===== src/rtl/beam_energy_dir_pkg.sv =====
// Shared types and width rules for the beam energy / direction-of-arrival block.
package beam_energy_dir_pkg;

  typedef enum logic [1:0] {
    ACCUM = 2'd0,
    SCAN  = 2'd1,
    DONE  = 2'd2
  } scan_state_e;

  localparam int DEF_SAMPLE_W = 16;
  localparam int DEF_ACC_W    = 24;

  // An ACC_W accumulator plus a (sample_w+1)-bit magnitude never overflows this width.
  function automatic int sum_w(input int acc_w, input int sample_w);
    return ((acc_w > sample_w + 1) ? acc_w : sample_w + 1) + 1;
  endfunction

endpackage


===== src/rtl/beam_energy_dir_if.sv =====
// PCM sample bus from the beamformer and the direction result it produces.
interface beam_energy_dir_if #(
  parameter int NUM_BEAMS = 3,
  parameter int SAMPLE_W  = beam_energy_dir_pkg::DEF_SAMPLE_W,
  parameter int ACC_W     = beam_energy_dir_pkg::DEF_ACC_W,
  parameter int IDX_W     = 2
);
  logic                          en_pcm;
  logic [NUM_BEAMS*SAMPLE_W-1:0] beam_in;
  logic                          dir_valid;
  logic [IDX_W-1:0]              dir_idx;
  logic [ACC_W-1:0]              dir_energy;
  logic                          overrun;

  modport master (output en_pcm, beam_in, input dir_valid, dir_idx, dir_energy, overrun);
  modport slave  (input en_pcm, beam_in, output dir_valid, dir_idx, dir_energy, overrun);
endinterface


===== src/rtl/abs_sat_acc.sv =====
// One beam lane: |x|, saturating accumulate, clear at frame end and shadow capture.
module abs_sat_acc
  import beam_energy_dir_pkg::*;
#(
  parameter int SAMPLE_W = DEF_SAMPLE_W,
  parameter int ACC_W    = DEF_ACC_W
) (
  input  logic                clk,
  input  logic                reset,
  input  logic                sample_en,
  input  logic                frame_end,
  input  logic                capture,
  input  logic [SAMPLE_W-1:0] sample,
  output logic [ACC_W-1:0]    shadow
);
  localparam int SUM_W = sum_w(ACC_W, SAMPLE_W);
  localparam logic [SUM_W-1:0] ACC_MAX = {{(SUM_W-ACC_W){1'b0}}, {ACC_W{1'b1}}};

  logic [SAMPLE_W:0]  ext;
  logic [SAMPLE_W:0]  mag;
  logic [SUM_W-1:0]   sum;
  logic [ACC_W-1:0]   sat_sum;
  logic [ACC_W-1:0]   acc_q, acc_d;
  logic [ACC_W-1:0]   shadow_q, shadow_d;

  // NOTE: every signal assigned here gets a value on all paths first, so no latch is inferred.
  always_comb begin
    ext      = {sample[SAMPLE_W-1], sample};
    // One extra bit keeps |-2^(SAMPLE_W-1)| from wrapping back to negative.
    mag      = ext[SAMPLE_W] ? (~ext + 1'b1) : ext;
    sum      = SUM_W'(acc_q) + SUM_W'(mag);
    sat_sum  = (sum > ACC_MAX) ? {ACC_W{1'b1}} : sum[ACC_W-1:0];
    acc_d    = acc_q;
    shadow_d = shadow_q;
    if (sample_en) begin
      acc_d = frame_end ? '0 : sat_sum;
    end
    if (capture) begin
      shadow_d = sat_sum;
    end
  end

  // NOTE: state updates use non-blocking assignments so all lanes sample the same old values.
  always_ff @(posedge clk or posedge reset) begin
    if (reset) begin
      acc_q    <= '0;
      shadow_q <= '0;
    end else begin
      acc_q    <= acc_d;
      shadow_q <= shadow_d;
    end
  end

  assign shadow = shadow_q;

endmodule


===== src/rtl/beam_energy_dir.sv =====
// Per-frame beam energy accumulation followed by a sequential argmax scan that
// reports the loudest beam and its energy with a one-cycle valid pulse.
module beam_energy_dir
  import beam_energy_dir_pkg::*;
#(
  parameter int NUM_BEAMS = 3,
  parameter int SAMPLE_W  = DEF_SAMPLE_W,
  parameter int FRAME_LEN = 32,
  parameter int ACC_W     = DEF_ACC_W,
  parameter int IDX_W     = 2
) (
  input logic              clk,
  input logic              reset,
  beam_energy_dir_if.slave bus
);
  localparam int CNT_W = (FRAME_LEN > 1) ? $clog2(FRAME_LEN) : 1;
  localparam logic [CNT_W-1:0] CNT_LAST = CNT_W'(FRAME_LEN - 1);
  localparam logic [IDX_W-1:0] SI_LAST  = IDX_W'(NUM_BEAMS - 1);

  scan_state_e      state_q, state_d;
  logic [CNT_W-1:0] cnt_q, cnt_d;
  logic [IDX_W-1:0] si_q, si_d;
  logic [IDX_W-1:0] best_i_q, best_i_d;
  logic [IDX_W-1:0] dir_idx_q, dir_idx_d;
  logic [ACC_W-1:0] best_e_q, best_e_d;
  logic [ACC_W-1:0] dir_energy_q, dir_energy_d;
  logic [ACC_W-1:0] cur_e;
  logic             dir_valid_q, dir_valid_d;
  logic             overrun_q, overrun_d;
  logic             frame_end;
  logic             capture;
  logic [ACC_W-1:0] shadow [NUM_BEAMS];

  assign frame_end = bus.en_pcm && (cnt_q == CNT_LAST);
  // A frame ending mid-scan must not disturb the shadows being scanned.
  assign capture   = frame_end && (state_q == ACCUM);

  for (genvar b = 0; b < NUM_BEAMS; b++) begin : g_beam
    abs_sat_acc #(
      .SAMPLE_W(SAMPLE_W),
      .ACC_W   (ACC_W)
    ) u_acc (
      .clk      (clk),
      .reset    (reset),
      .sample_en(bus.en_pcm),
      .frame_end(frame_end),
      .capture  (capture),
      .sample   (bus.beam_in[b*SAMPLE_W +: SAMPLE_W]),
      .shadow   (shadow[b])
    );
  end

  always_comb begin
    cur_e = '0;
    for (int b = 0; b < NUM_BEAMS; b++) begin
      if (si_q == IDX_W'(b)) cur_e = shadow[b];
    end

    cnt_d = cnt_q;
    if (bus.en_pcm) begin
      cnt_d = (cnt_q == CNT_LAST) ? '0 : cnt_q + 1'b1;
    end

    state_d      = state_q;
    si_d         = si_q;
    best_i_d     = best_i_q;
    best_e_d     = best_e_q;
    dir_valid_d  = 1'b0;
    dir_idx_d    = dir_idx_q;
    dir_energy_d = dir_energy_q;
    overrun_d    = overrun_q;

    if (frame_end && (state_q != ACCUM)) begin
      overrun_d = 1'b1;
    end

    case (state_q)
      ACCUM: begin
        if (frame_end) begin
          state_d  = SCAN;
          si_d     = '0;
          best_i_d = '0;
          best_e_d = '0;
        end
      end
      SCAN: begin
        // Strict compare: on a tie the earlier (lower) index is kept.
        if (cur_e > best_e_q) begin
          best_e_d = cur_e;
          best_i_d = si_q;
        end
        if (si_q == SI_LAST) begin
          state_d = DONE;
        end else begin
          si_d = si_q + 1'b1;
        end
      end
      DONE: begin
        dir_valid_d  = 1'b1;
        dir_idx_d    = best_i_q;
        dir_energy_d = best_e_q;
        state_d      = ACCUM;
      end
      default: state_d = ACCUM;
    endcase
  end

  always_ff @(posedge clk or posedge reset) begin
    if (reset) begin
      state_q      <= ACCUM;
      cnt_q        <= '0;
      si_q         <= '0;
      best_i_q     <= '0;
      best_e_q     <= '0;
      dir_valid_q  <= 1'b0;
      dir_idx_q    <= '0;
      dir_energy_q <= '0;
      overrun_q    <= 1'b0;
    end else begin
      state_q      <= state_d;
      cnt_q        <= cnt_d;
      si_q         <= si_d;
      best_i_q     <= best_i_d;
      best_e_q     <= best_e_d;
      dir_valid_q  <= dir_valid_d;
      dir_idx_q    <= dir_idx_d;
      dir_energy_q <= dir_energy_d;
      overrun_q    <= overrun_d;
    end
  end

  assign bus.dir_valid  = dir_valid_q;
  assign bus.dir_idx    = dir_idx_q;
  assign bus.dir_energy = dir_energy_q;
  assign bus.overrun    = overrun_q;

endmodule


===== src/flat_wrapper.sv =====
// flat-port wrapper written by rule: the top's interface ports become plain ports
module beam_energy_dir_flat import beam_energy_dir_pkg::*;
#(
  parameter int NUM_BEAMS = 3,
  parameter int SAMPLE_W  = DEF_SAMPLE_W,
  parameter int FRAME_LEN = 32,
  parameter int ACC_W     = DEF_ACC_W,
  parameter int IDX_W     = 2
)
  (clk, reset, bus_en_pcm, bus_beam_in, bus_dir_valid, bus_dir_idx, bus_dir_energy, bus_overrun);
  beam_energy_dir_if #(.NUM_BEAMS(NUM_BEAMS), .SAMPLE_W(SAMPLE_W), .ACC_W(ACC_W), .IDX_W(IDX_W)) bus_i ();
  input logic clk;
  input logic reset;
  input wire logic [$bits(bus_i.en_pcm)-1:0] bus_en_pcm;
  input wire logic [$bits(bus_i.beam_in)-1:0] bus_beam_in;
  output wire logic [$bits(bus_i.dir_valid)-1:0] bus_dir_valid;
  output wire logic [$bits(bus_i.dir_idx)-1:0] bus_dir_idx;
  output wire logic [$bits(bus_i.dir_energy)-1:0] bus_dir_energy;
  output wire logic [$bits(bus_i.overrun)-1:0] bus_overrun;
  assign bus_i.en_pcm = bus_en_pcm;
  assign bus_i.beam_in = bus_beam_in;
  assign bus_dir_valid = bus_i.dir_valid;
  assign bus_dir_idx = bus_i.dir_idx;
  assign bus_dir_energy = bus_i.dir_energy;
  assign bus_overrun = bus_i.overrun;
  beam_energy_dir #(.NUM_BEAMS(NUM_BEAMS), .SAMPLE_W(SAMPLE_W), .FRAME_LEN(FRAME_LEN), .ACC_W(ACC_W), .IDX_W(IDX_W)) u_core (.clk(clk), .reset(reset), .bus(bus_i));
endmodule

===== config.mk =====
export PLATFORM = sky130hd
export DESIGN_NAME = beam_energy_dir_flat
export DESIGN_NICKNAME = d
export VERILOG_FILES = /design/src/rtl/beam_energy_dir_pkg.sv /design/src/rtl/beam_energy_dir_if.sv /design/src/rtl/abs_sat_acc.sv /design/src/rtl/beam_energy_dir.sv /design/src/flat_wrapper.sv
export SDC_FILE = /design/constraint.sdc
export NUM_CORES = 1
export LEC_CHECK = 0
export CAP_MARGIN = 10
export CORE_MARGIN = 5
export CORE_UTILIZATION = 50
export CTS_CLUSTER_DIAMETER = 50
export DETAILED_ROUTE_END_ITERATION = 10
export GPL_TIMING_DRIVEN = 1
export PLACE_DENSITY_LB_ADDON = 0.25
export SYNTH_ARGS = -nofsm -noshare
export SYNTH_HDL_FRONTEND = slang
export SYNTH_HIERARCHICAL = 1
export SYNTH_SLANG_ARGS = --single-unit

===== constraint.sdc =====
create_clock -name clk -period 3.7 [get_ports clk]
set_input_delay 0.555 -clock clk [delete_from_list [all_inputs] [get_ports clk]]
set_output_delay 0.555 -clock clk [all_outputs]
set_load 0.02 [all_outputs]

# --- Yosys cells after proc, flatten, opt, wreduce, memory -nomap -nowiden ---
# Index checks and enable logic that the tools add are counted.
op_classes:
  addsub: 8
  n_eq_ne: 9
  mux: 25
  reduce_logical: 10
  n_lt_le_gt_ge: 4
  bitwise: 3
op_table:
  columns: ["cell", "n"]
  rows:
  - ["24-bit 2-to-1 mux", 11]
  - ["24-bit by 17-bit adder with 25-bit output", 3]
  - ["25-bit by 24-bit greater-than comparator with 1-bit output, second input constant", 3]
  - ["17-bit by 1-bit adder with 17-bit output, second input constant", 3]
  - ["17-bit 2-to-1 mux", 3]
  - ["17-bit inverter", 3]
  - ["24-bit one-hot mux with 2 select lines", 1]
  - ["24-bit greater-than comparator", 1]
  - ["2-bit one-hot mux with 2 select lines", 3]
  - ["2-bit 2-to-1 mux", 5]
  - ["2-bit by 1-bit != test with 1-bit output, second input constant", 3]
  - ["3-bit AND reduction", 2]
  - ["5-bit by 1-bit adder with 5-bit output, second input constant", 1]
  - ["5-bit equality test, second input constant", 1]
  - ["5-bit 2-to-1 mux", 1]
  - ["2-bit by 1-bit equality test with 1-bit output, second input constant", 2]
  - ["2-bit equality test, second input constant", 2]
  - ["2-bit logical NOT", 2]
  - ["2-bit nonzero test", 2]
  - ["1-bit logical AND", 3]
  - ["2-bit by 1-bit adder with 2-bit output, second input constant", 1]
  - ["2-bit != test, second input constant", 1]
  - ["2-bit AND reduction", 1]
  - ["1-bit 2-to-1 mux", 1]
word_totals:
  word_cells: 74
  reg_bits: 207
  output_inout_bits: 28
  input_bits: 51

# --- Logic depth before layout (Yosys ltp) ---
# Gate-level depths: netlist of run 1.
depth:
  depth_word: 7
  mapped_depth: 17
  ltp_nobuf: 15

# --- Hierarchy ---
# The synthesis of run 1 kept the hierarchy.
by_module_without_submodules:
  columns: ["mod", "cells_each", "seq_area_each_um2", "n_inst", "area_per_inst_um2"]
  rows:
  - ["abs_sat_acc (u_core.g_beam[0].u_acc ...)", 374, 1201.2, 2, 3328.2]
  - ["beam_energy_dir", 405, 1576.5, 1, 3838.7]
  - ["abs_sat_acc (u_core.g_beam[1].u_acc)", 389, 1201.2, 1, 3408.3]

# --- Least setup slack after synthesis of run 1 ---
# Ideal clock, no wire load.
synth_timing:
  path_kind: "flip-flop to flip-flop"
  start: "register u_core.si_q[1]"
  end: "register u_core.best_e_q[10]"
  synth_period_minus_slack_ns: 3.760
  setup_time_ns: 0.125
  arrival_ns: 3.635
  path_buffers: 4
  required_time_ns: 3.575
  path_stages_with_launch: 16
  path_slack_ns: -0.060
  cell_sequence: "dfrtp_1 inv_1 ha_1 clkbuf_1 buf_1 a21oi_1 o21ai_0 ha_1 nand4_2 or4_4 a211oi_2 nor4_1 or4b_1 buf_6 buf_12 mux2_4"
synth_between:
  elab_chain_cells: 7
  word_cells_on_any_way: 11
  classes_between: "order compare: 1; eq/ne: 3; mux: 5; reduce/logical: 2"
synth_lines:
  columns: ["item", "line_no", "text"]
  rows:
  - ["from (decl)", "beam_energy_dir.sv:22", "logic [IDX_W-1:0] si_q, si_d;"]
  - ["from (signal assigned)", "beam_energy_dir.sv:122", "si_q <= si_d;"]
  - ["2-bit logical NOT", "beam_energy_dir.sv:56", "if (si_q == IDX_W'(b)) cur_e = shadow[b];"]
  - ["24-bit 2-to-1 mux (2 in series)", "beam_energy_dir.sv:56", null]
  - ["24-bit 2-to-1 mux (*)", "beam_energy_dir.sv:56", null]
  - ["24-bit greater-than comparator", "beam_energy_dir.sv:88", "if (cur_e > best_e_q) begin"]
  - ["2-bit by 1-bit != test with 1-bit output (no source line)", null, null]
  - ["3-bit AND reduction (no source line)", null, null]
  - ["to (signal assigned)", "beam_energy_dir.sv:124", "best_e_q <= best_e_d;"]
  - ["to (decl)", "beam_energy_dir.sv:25", "logic [ACC_W-1:0] best_e_q, best_e_d;"]
# Mark *: on every way between the ends. The rest lies on a longest branch, timed or not. The select of a mux whose other input is x is not followed.
# A chain may end at the register's enable or synchronous reset.

# --- Final worst setup path of run 1 ---
layout_timing:
  start: "register u_core.si_q[1]"
  end: "register u_core.best_e_q[6]"
# The elaborated chain is that of the path after synthesis.

==> results_dict.tcl, run 1 <==
set metrics [dict create \
    clk_pin_slew_ns 0.06 \
    die_w_microns 177 \
    rows 61 \
    status "finished with violations" \
    grt_pass1_wl_mm 61.3 \
    synth_ff_type "dfrtp_1" \
    track_usage 0.235 \
    synth-seq-area-share 0.373 \
    holdPathStages 3 \
    hold_buffers 0 \
    htree_levels 1 \
    worstHoldPathType "primary input to register" \
    wire_per_inst_microns 17.3 \
    critical_path_class "register to register" \
    slew_headroom 0.326 \
    place.gp.congestion 0.935 \
    core_sq_um 27600 \
    period_minus_slack_ns 3.82 \
    tns_ns -2.21 \
    drt_wl_total_mm 38.4 \
    cts_made_buffers 25 \
    drc 0 \
    fin_nets 1970 \
    failed_checks "setup timing" \
    grt_pass1_vias 11900 \
    cp_max_fo 14 \
    drv_slew 0 \
    cts.sinks 207 \
    synth_warnings 6 \
    stdcell_area_sq_um 18100 \
    drive_gt1_frac 0.259 \
    arrival_ns 4.23 \
    setup_viol_count_final 25 \
    cp-start-kind "register" \
    vias 12700 \
    drt-initial-drc-count 1005 \
    hold_viol_final 0 \
    max-cap-violations 0 \
    antenna_cells 0 \
    r2r_cells 14 \
    syn-num-nets 1685 \
    insertion_delay_ns 0.52 \
    die_h_microns 177 \
    fin_util 0.656 \
    tightest_slew_ns 1.01 \
    grt_start_max_net_pins 49 \
    r2r_slack_ns -0.12 \
    yosys_register_bits 207 \
    rsz0062_at_grt "yes" \
    crit_path_start "u_core/si_q[1]$_DFFE_PP0P_" \
    vdd_drop_max_uv 385 \
    die_area_sq_um 31200 \
    skew_ns 0.0162 \
    synth_area_leaders "dfrtp_1 37%, ha_1 8.0%, a21oi_1 5.8%" \
    fillerInstances 2248 \
    r2r_end "u_core/best_e_q[6]$_DFFE_PP0P_" \
    synth-edff-count 0 \
    gr-total-overflow 0 \
    hpwl_mm 27.7 \
    synthCells 1542 \
    crit_path_end_kind "register" \
    synth_area_leader_cell "dfrtp_1" \
    netlist_area_sq_um 13900 \
    pre_cts_slack_ns -0.643 \
    hp-start "bus_en_pcm" \
    syn_area_per_cell_sq_um 9.02 \
    crit_required_ns 4.11 \
    start_util 0.503 \
    syn_to_final_growth_pct 30.4 \
    antenna_left 0 \
    place_area_sq_um 16600 \
    cts_tree "built" \
    portBuffers 78 \
    antenna_found_initial 1 \
    cts.path.max_buffers 3 \
    timing.fmax_ghz 0.262 \
    yosysTopAreaCellShare 0.373 \
    min_to "u_core/bus.overrun$_DFFE_PP0P_" \
    async_flop_share 1.00 \
    yosysUniqueCellTypes 85 \
    io_pins 79 \
    cts_root_buf "clkbuf_16" \
    powerDensity_nw_per_um2 824 \
    finalCritPeriodShare 1.03 \
    viasPerCell 5.72 \
    r2r-start "u_core/si_q[1]$_DFFE_PP0P_" \
    dr.pass1.iters 6 \
    p_leak_nw 8.46 \
    fin_ws_ns -0.122 \
]
per-stage QoR:
step / total power [mW] / cells / hold WS (ns)
floorplan: 8.58 / 1542 / 0.449
global placement: 11.3 / 2164 / 0.471
detailed placement: 11.5 / 2164 / 0.475
CTS: 14.4 / 2215 / 0.360
global route: 15.9 / 2220 / 0.398
finish: 14.9 / 2220 / 0.367
report_power, final:
| group | internal (mW) | switching (mW) | total [mW] |
|---|---|---|---|
| sequential | 3.06 | 0.714 | 3.77 |
| combinational | 4.28 | 4.44 | 8.72 |
| clock | 1.46 | 0.977 | 2.44 |
cells in the final DEF (no fill, tap or decap), types with 27 or more instances in the layout:
master,instances
clkdlybuf4s50_1,77
xnor2_1,58
a21o_1,34
a21oi_1,137
clkbuf_16,27
dfrtp_1,207
buf_4,239
ha_1,79
nor2_1,167
inv_1,60
o2bb2ai_1,41
mux2_2,39
o21ai_0,52
nand2_1,132
layer usage:
layer / GRT usage / up-vias / wire, microns
met5: 0 / - / 20
met3: 0.0271 / 70 / 2280
met2: 0.369 / 420 / 17200
met1: 0.349 / 6050 / 17900
li1: - / 6162 / -
met4: 0.0548 / 2 / 966
worst max-delay path by stage:
stage | to | slack, ns
floorplan | u_core/best_e_q[10]$_DFFE_PP0P_ | 0.03
global placement | u_core/g_beam[1].u_acc/acc_q[1]$_DFFE_PP0P_ | -0.65
detailed placement | u_core/g_beam[1].u_acc/acc_q[1]$_DFFE_PP0P_ | -0.64
CTS | u_core/best_e_q[12]$_DFFE_PP0P_ | -0.04
global route | u_core/best_e_q[16]$_DFFE_PP0P_ | -0.21
finish | u_core/best_e_q[6]$_DFFE_PP0P_ | -0.12
cell families (layout without fill, tap and decap cells):
logic type / count (synthesis) / count (layout) / synth area share
AO/OA/AOI/OAI: 497 / 497 / 0.242
other: 3 / 3 / 0.000810
flip-flops: 207 / 207 / 0.373
buffers and inverters: 140 / 440 / 0.0442
XOR/XNOR: 69 / 69 / 0.0435
AND/OR/NAND/NOR: 473 / 473 / 0.159
adder cells (fa/ha/maj): 92 / 92 / 0.0844
multiplexers: 61 / 61 / 0.0535
final cells by class:
| cell class | count | area, sq um | share of cell area |
|---|---|---|---|
| clock inverter | 12 | 138 | 0.00759 |
| inverter | 69 | 262 | 0.0144 |
| tap | 378 | 473 | 0.0261 |
| multi-input combinational | 1195 | 8580 | 0.473 |
| timing repair buffer | 329 | 2810 | 0.155 |
| clock buffer | 30 | 684 | 0.0378 |
| sequential | 207 | 5180 | 0.286 |
state kept, by name (all words and copies together), names as in the netlist:
signal and count:
u_core/si_q 2, u_core/cnt_q 5, u_core/bus.dir_valid 1, u_core/bus.dir_idx 2, u_core/bus.dir_energy 24, u_core/state_q 2, u_core/best_i_q 2, u_core/best_e_q 24
u_core/g_beam.u_acc/acc_q 72, u_core/g_beam.u_acc/shadow 72, u_core/bus.overrun 1
Yosys cell counts, drive strengths merged, types with 10 or more instances:
cell type	n
nand2	133
inv	67
o21ai	75
a31oi	20
o2bb2ai	41
buf	19
or3	15
o31ai	18
a31o	19
xor2	10
ha	89
and3	18
nor2b	20
xnor2	59
nor2	171
a21o	34
nand3	21
nand4	10
clkbuf	52
mux2	56
o21a	23
o211ai	10
a211oi	14
a21oi	163
dfrtp	207
nor3	27
and2	17
critical path, stage by stage, from the launching register on:
cell	delay, ns
dfrtp_1	0.40
inv_2	0.11
ha_4	0.24
buf_16	0.18
nor2_2	0.05
a21oi_2	0.20
o21ai_2	0.10
ha_1	0.28
nand4_1	0.13
or4_4	0.57
a211oi_2	0.19
nor4_2	0.08
or4b_4	0.64
clkbuf_16	0.21
mux2_4	0.30
repair_timing:
item / CTS / global route
pin swaps: 2 / 12
resized for setup: 56 / 65
buffers inserted: 6 / 4
gates cloned: 3 / 2
setup endpoints to repair: 36 / 153
Power figures use the tool's default switching activity.
==> run 2, diff against run 1 <==
Settings changed: CORE_MARGIN 5 to default, CORE_UTILIZATION 50 to 55.
==> run 2 against run 1 <==
Net effect:
- the run still ends with setup timing left
- sequential power hardly changed
- total power rose by 3.5%
- cell count fell by 2.7%
- combinational power increased by 2.9%
- non-clock buffer count fell by 13
- maximum frequency fell by 2.6%
- critical endpoint is now u_core/best_e_q[15]$_DFFE_PP0P_
- flip-flop and latch count unchanged
- worst hold slack gained 0.12 ns
- sequential share of layout area is essentially flat
- clock skew grew 0.0075 ns
==> results_dict.tcl, run 2 (synthesis results as in run 1) <==
set metrics [dict create \
    crit_chain "inv_1 > ha_2 > buf_12 > nand2_1 > nor2_1 > a21oi_2 > o21ai_2 > ha_1 > nand4_1 > or4_4 > a211oi_4 > nor4_2 > or4b_4 > buf_12 > mux2_4" \
    core_sq_um 24500 \
    drc 0 \
    hold_buffers 0 \
    drt_wl_total_mm 40.3 \
    portBuffers 78 \
    track_usage 0.299 \
    worstHoldPathType "register to register" \
    rsz0062_at_grt "yes" \
    grt_start_max_net_pins 64 \
    cts.sinks 207 \
    crit_path_end_kind "register" \
    fin_nets 1958 \
    drive_gt1_frac 0.260 \
    cts.path.max_buffers 3 \
    fillerInstances 1736 \
    finalCritPeriodShare 1.06 \
    cp-start-kind "register" \
    p_leak_nw 8.47 \
    drv_slew 0 \
    stdcell_count 2159 \
    crit_end "u_core/best_e_q[15]$_DFFE_PP0P_" \
    fin_util 0.739 \
    setup_viol_count_final 26 \
    dr.pass1.iters 5 \
    insertion_delay_ns 0.54 \
    powerDensity_nw_per_um2 851 \
    r2r_end "u_core/best_e_q[15]$_DFFE_PP0P_" \
    dp_cells 2097 \
    syn_to_final_growth_pct 30.5 \
    period_minus_slack_ns 3.92 \
    vdd_drop_max_uv 546 \
    io_pins 79 \
    cp_max_fo 17 \
    cts_tree "built" \
    skew_ns 0.0237 \
    wire_per_inst_microns 18.7 \
    antenna_left 0 \
    arrival_ns 4.35 \
    slowest_stage "or4_4" \
    crit_top_cell "buf_12" \
    r2r_slack_ns -0.22 \
    cts_root_buf "clkbuf_16" \
    fin_ws_ns -0.224 \
    start_util 0.567 \
    place.gp.congestion 1.02 \
    slew_headroom 0.311 \
    grt_pass1_wl_mm 63.0 \
    die_h_microns 161 \
    timing.fmax_ghz 0.255 \
    tightest_slew_ns 1.03 \
    r2r_cells 15 \
    htree_levels 1 \
    status "finished with violations" \
    max-cap-violations 0 \
    crit_path_start "u_core/si_q[0]$_DFFE_PP0P_" \
    rows 57 \
    antenna_found_initial 0 \
    crit_required_ns 4.12 \
    gr-total-overflow 0 \
    hpwl_mm 27.2 \
    die_w_microns 161 \
    grt_pass1_vias 12400 \
    final_common_cell "buf_4" \
    vias 13100 \
    cts_made_buffers 26 \
    critical_path_class "register to register" \
    antenna_cells 0 \
    r2r-start "u_core/si_q[0]$_DFFE_PP0P_" \
    cpPeakStageDelay_ns 0.60 \
    drt-initial-drc-count 1321 \
    final_cell_mix "224 x buf_4, 207 x dfrtp_1, 165 x nor2_1" \
    clk_pin_slew_ns 0.06 \
    hold_viol_final 0 \
    failed_checks "setup timing" \
    viasPerCell 6.06 \
    die_area_sq_um 25900 \
]
==> run 2: cell count changes in the layout (fill, tap and decap cells not counted), moves of 3 or more <==
cell	change
buf_12	+3
o21ai_1	-3
o31ai_1	-3
buf_4	-15
o21ai_2	+4
a21oi_2	-5
a21oi_4	+6
o31ai_2	+4
==> run 2: how the worst min path moves through the flow <==
stage,start,to,slack [ns],cells after the start
after floorplan,u_core/cnt_q[3]$_DFFE_PP0P_,u_core/cnt_q[3]$_DFFE_PP0P_,0.45,1
after global placement,u_core/cnt_q[3]$_DFFE_PP0P_,u_core/cnt_q[3]$_DFFE_PP0P_,0.47,1
after detailed placement,u_core/g_beam[1].u_acc/shadow[20]$_DFFE_PP0P_,u_core/g_beam[1].u_acc/shadow[20]$_DFFE_PP0P_,0.48,2
after CTS,bus_en_pcm,u_core/bus.overrun$_DFFE_PP0P_,0.45,3
after global routing,bus_en_pcm,u_core/bus.overrun$_DFFE_PP0P_,0.50,3
final,u_core/cnt_q[3]$_DFFE_PP0P_,u_core/cnt_q[3]$_DFFE_PP0P_,0.49,1
==> run 2: layer usage <==
metal / track usage / part of all wire
met2: 0.470 / 0.45
met3: 0.0419 / 0.069
met4: 0.105 / 0.040
met1: 0.422 / 0.44
met5: 0 / 0
==> run 2: critical path, delay by kind of cell (launching register included) <==
family                     cells  cell delay (ns)
AOI/OAI and AO/OA              3             0.54
adders and majority gates      2             0.54
buffers and inverters          3             0.44
DFF                            1             0.39
muxes                          1             0.30
and+or+nand+nor                6             1.58
==> run 2: stage by stage <==
| stage | instance area [sq um] | power (mW) | setup TNS, ns | setup slack (ns) | hold WS, ns |
|---|---|---|---|---|---|
| floorplan | 13900 | 8.58 | 0 | 0.0340 | 0.449 |
| detailed placement | 16500 | 11.5 | -59.75 | -0.601 | 0.476 |
| finish | 18100 | 15.4 | -4.85 | -0.224 | 0.490 |
| CTS | 17700 | 14.7 | -2.10 | -0.106 | 0.450 |
| global placement | 16500 | 11.2 | -47.07 | -0.450 | 0.472 |
| global route | 18100 | 16.4 | -6.51 | -0.273 | 0.497 |
==> run 2: timing repair <==
action	CTS	global route
setup buffers	4	5
resized for setup	63	76
gates cloned	3	1
setup endpoints to repair	32	150
pin swaps	12	25
==> run 2: final cells by class <==
cell class              instances  area [sq um]  share of cell area
clock buffers                  28           678              0.0374
clock inverters                20           248              0.0137
inverters                      69           262              0.0144
multi-input cells            1195          8610               0.475
flip-flops and latches        207          5180               0.286
well taps                     324           405              0.0223
repair buffers                316          2760               0.152
==> run 2: report_power, final <==
group / switching (mW) / internal [mW] / leakage [nW]
sequential: 0.742 / 3.05 / 2.72
clock: 1.10 / 1.58 / 0.448
combinational: 4.72 / 4.25 / 5.30
total: 6.56 / 8.89 / 8.47
